### src/rtl/updown_counter_n.sv
// Parametrised synchronous up/down counter with modulus, wrap-or-saturate mode,
// parallel load (clamped to MAX_VAL), terminal-count, wrap and saturation flags.
module updown_counter_n #(
    parameter int unsigned          WIDTH    = 4,
    parameter logic [WIDTH-1:0]     MAX_VAL  = {WIDTH{1'b1}},
    parameter bit                   SATURATE = 1'b0
) (
    input  logic             Clk,
    input  logic             rst,
    input  logic             en,
    input  logic             up_down,
    input  logic             load,
    input  logic [WIDTH-1:0] load_val,
    output logic [WIDTH-1:0] Count,
    output logic             tc,
    output logic             wrap,
    output logic             at_limit
);

    localparam logic [WIDTH-1:0] ZERO = '0;
    localparam logic [WIDTH-1:0] ONE  = WIDTH'(1);

    logic [WIDTH-1:0] count_next;
    logic             wrap_next;
    logic             at_limit_next;
    logic [WIDTH-1:0] limit;

    // Next-state: load beats counting; limits either wrap or hold
    always_comb begin
        count_next    = Count;
        wrap_next     = 1'b0;
        at_limit_next = 1'b0;
        limit         = up_down ? MAX_VAL : ZERO;

        if (load) begin
            count_next = (load_val > MAX_VAL) ? MAX_VAL : load_val;
        end else if (en) begin
            if (up_down) begin
                if (Count >= MAX_VAL) begin
                    if (SATURATE) begin
                        count_next = MAX_VAL;
                    end else begin
                        count_next = ZERO;
                        wrap_next  = 1'b1;
                    end
                end else begin
                    count_next = Count + ONE;
                end
            end else begin
                if (Count == ZERO) begin
                    if (SATURATE) begin
                        count_next = ZERO;
                    end else begin
                        count_next = MAX_VAL;
                        wrap_next  = 1'b1;
                    end
                end else begin
                    count_next = Count - ONE;
                end
            end
        end

        if (SATURATE && (count_next == limit)) begin
            at_limit_next = 1'b1;
        end
    end

    always_ff @(posedge Clk) begin
        if (rst) begin
            Count    <= ZERO;
            wrap     <= 1'b0;
            at_limit <= 1'b0;
        end else begin
            Count    <= count_next;
            wrap     <= wrap_next;
            at_limit <= at_limit_next;
        end
    end

    // Terminal count follows direction with no clock delay
    assign tc = (up_down && (Count == MAX_VAL)) || (!up_down && (Count == ZERO));

endmodule

### config.mk
export PLATFORM = sky130hd
export DESIGN_NAME = updown_counter_n
export DESIGN_NICKNAME = d
export VERILOG_FILES = /design/src/rtl/updown_counter_n.sv
export SDC_FILE = /design/constraint.sdc
export NUM_CORES = 1
export LEC_CHECK = 0
export ABC_AREA = 1
export CAP_MARGIN = 30
export CORE_AREA = 8 8 45 47
export DETAILED_ROUTE_END_ITERATION = 7
export DIE_AREA = 0 0 53 55
export HOLD_SLACK_MARGIN = 0.06
export SLEW_MARGIN = 20
export SYNTH_ARGS = -nofsm -noshare
export SYNTH_HDL_FRONTEND = slang
export SYNTH_SLANG_ARGS = --single-unit
### constraint.sdc
create_clock -name Clk -period 3.5 [get_ports Clk]
set_clock_uncertainty 0.1 [all_clocks]
set_input_delay 0.7 -clock Clk [delete_from_list [all_inputs] [get_ports Clk]]
set_output_delay 0.7 -clock Clk [all_outputs]
set_load 0.1 [all_outputs]
==> flow_metrics.tcl <==
set metrics [dict create \
    outcome "complete, no violations" \
    routabilityCongestion 0.7580 \
    grt_first_pass_wirelength_um 1642 \
    htree_num_levels 1 \
    timing.slew.headroom 0.3542 \
    final_cell_mix "nand2_1, clkdlybuf4s50_1, inv_1, nand3_1, dfxtp_1" \
    fin_nets 89 \
    critPathCaptureType "output pin" \
    power.density_nw_per_um2 400.4 \
    post-route-period-util 0.7402 \
    ir_drop_uv 175.8 \
    post-route-drc-count 0 \
    clockRootBuffer "clkbuf_4" \
    finalCriticalPeriod_ns 2.591 \
    core_um2 1384 \
    crit_type "primary input to output pin" \
    cts_setup_buffers 0 \
    clockBufferDepth 2 \
    initial_core_util 0.2767 \
    slew_violations 0 \
    p_leak_nw 0.2595 \
    grt_max_degree 8 \
    grt_overflow 0 \
    ios 16 \
    netlist.area_leader.share 0.2614 \
    cts_resized 0 \
    cts_tree "done" \
    routed_wl_um 985 \
    ys.warnings.count 0 \
    cp-start-kind "primary input" \
    layout_commonest_cell "nand2_1" \
    numCtsBuffers 3 \
    max_freq_mhz 386.0 \
    syn_nets 71 \
    met3_usage 0.03209 \
    whs_ns 0.4628 \
    rsz0062_at_grt "false" \
    hold_violations 0 \
    die_w_um 53 \
    critPathMaxFanout 4 \
    io_buffers 14 \
    wire_per_inst_um 10.59 \
    cp.required_ns 2.70 \
    firstDrtPassIters 4 \
    worst_pin_slew_ns 0.9657 \
    via_per_inst 4.753 \
    synth_top_area_cell "dfxtp_1" \
    final_util 0.4060 \
    synth_area_um2 382.9 \
    clkSinkCount 5 \
    synth.area.top_cells "dfxtp_1, nand2_1, nand3_1, inv_1, ha_1" \
    finalSetupViolCount 0 \
    dpl.hpwl_um 784.9 \
    synth.distinct_cells 20 \
    syn_area_per_cell_um2 6.381 \
    n_antenna_cell 0 \
    maxCapViolCount 0 \
    hold_buffers 0 \
    die_area_um2 2915 \
    num_vias 442 \
    grt.busiest_layer "met2" \
    placed_cell_area_um2 535.5 \
    crit_arrival_ns 1.79 \
    ys_seq_elements 5 \
    grtUsageMet1 0.08207 \
    grt_pass1_vias 390 \
    area_growth_pct 46.73 \
    fill_cells 152 \
    cts.clk_slew.worst_paths_ns 0.04 \
    power_mw 0.2249 \
    drive_gt1_frac 0.1688 \
    ys_seq_area_frac 0.2614 \
    final_antenna_net_count 0 \
    setup_tns_ns 0 \
    fin_area_um2 561.8 \
    antenna_found_initial 0 \
    grt_usage 0.07541 \
    rows 14 \
    synth_cells 60 \
    hold_path_class "register to register" \
    insertion_delay_ns 0.23 \
    drt_iter0_drc 13 \
    met2_usage 0.1172 \
    r2r_slack_ns 2.09 \
    fp.dieH_um 55 \
]
==> final cells by class <==
class	count	area (µm²)	share of cell area
clock buffer	4	26.28	0.04677
inverter	9	33.78	0.06013
multi-input combinational	45	241.5	0.4298
sequential	5	100.1	0.1782
tap	16	20.02	0.03563
timing repair buffer	14	140.1	0.2494
==> final timing paths <==
kind,start,end,cells past startpoint
setup reg to reg,Count[0],Count[3],8
hold reg to reg,Count[1],Count[1],2
setup / recovery,up_down,tc,6
hold / removal,Count[1],Count[1],2
==> metal layers <==
metal	wire length, µm	part of all wire
met1	420	0.43
met4	8	0.0081
met2	447	0.45
met3	109	0.11
met5	0	0
==> cell usage after synthesis <==
cell / instances
inv_1: 8
nand4_1: 3
inv_2: 1
xnor2_1: 1
ha_1: 2
dfxtp_1: 5
nor2_2: 1
conb_1: 1
nand3_2: 1
a21oi_1: 2
nand3_1: 6
a22oi_1: 2
a21oi_2: 1
a31oi_1: 1
nand2_2: 1
buf_4: 1
nor2_1: 4
and2_1: 1
nand2_1: 17
a21o_1: 1
==> kinds of logic after synthesis <==
| logic type | synth area share |
|---|---|
| buffers and inverters | 0.1078 |
| adders and majority gates | 0.06535 |
| xor gates and xnor gates | 0.02288 |
| other | 0.009795 |
| and+or+nand+nor | 0.4085 |
| AOI/OAI and AO/OA | 0.1242 |
| DFF | 0.2614 |
==> sequential cells by signal (all words and copies together) (netlist names) <==
signal,cells
wrap,1
Count,4
==> power by group <==
| part | leakage, nW | total (mW) | internal (mW) | switching (mW) |
|---|---|---|---|---|
| combinational | 0.203 | 0.0936 | 0.0299 | 0.0637 |
| sequential | 0.0412 | 0.0677 | 0.0611 | 0.00661 |
| clock | 0.0150 | 0.0637 | 0.0429 | 0.0208 |
==> critical path, cell delays in order <==
cell and delay, ns:
clkdlybuf4s50_1 0.53, inv_1 0.11, nor2_2 0.13, inv_1 0.06
nand2_2 0.08, buf_12 0.17
==> per-stage QoR <==
step	cells	setup slack [ns]
floorplan	60	0.6983
global placement	89	0.9247
detailed placement	89	0.9191
CTS	93	0.9089
global route	93	0.8164
finish	93	0.9095
Note: power is estimated with default switching activity, not from simulation.
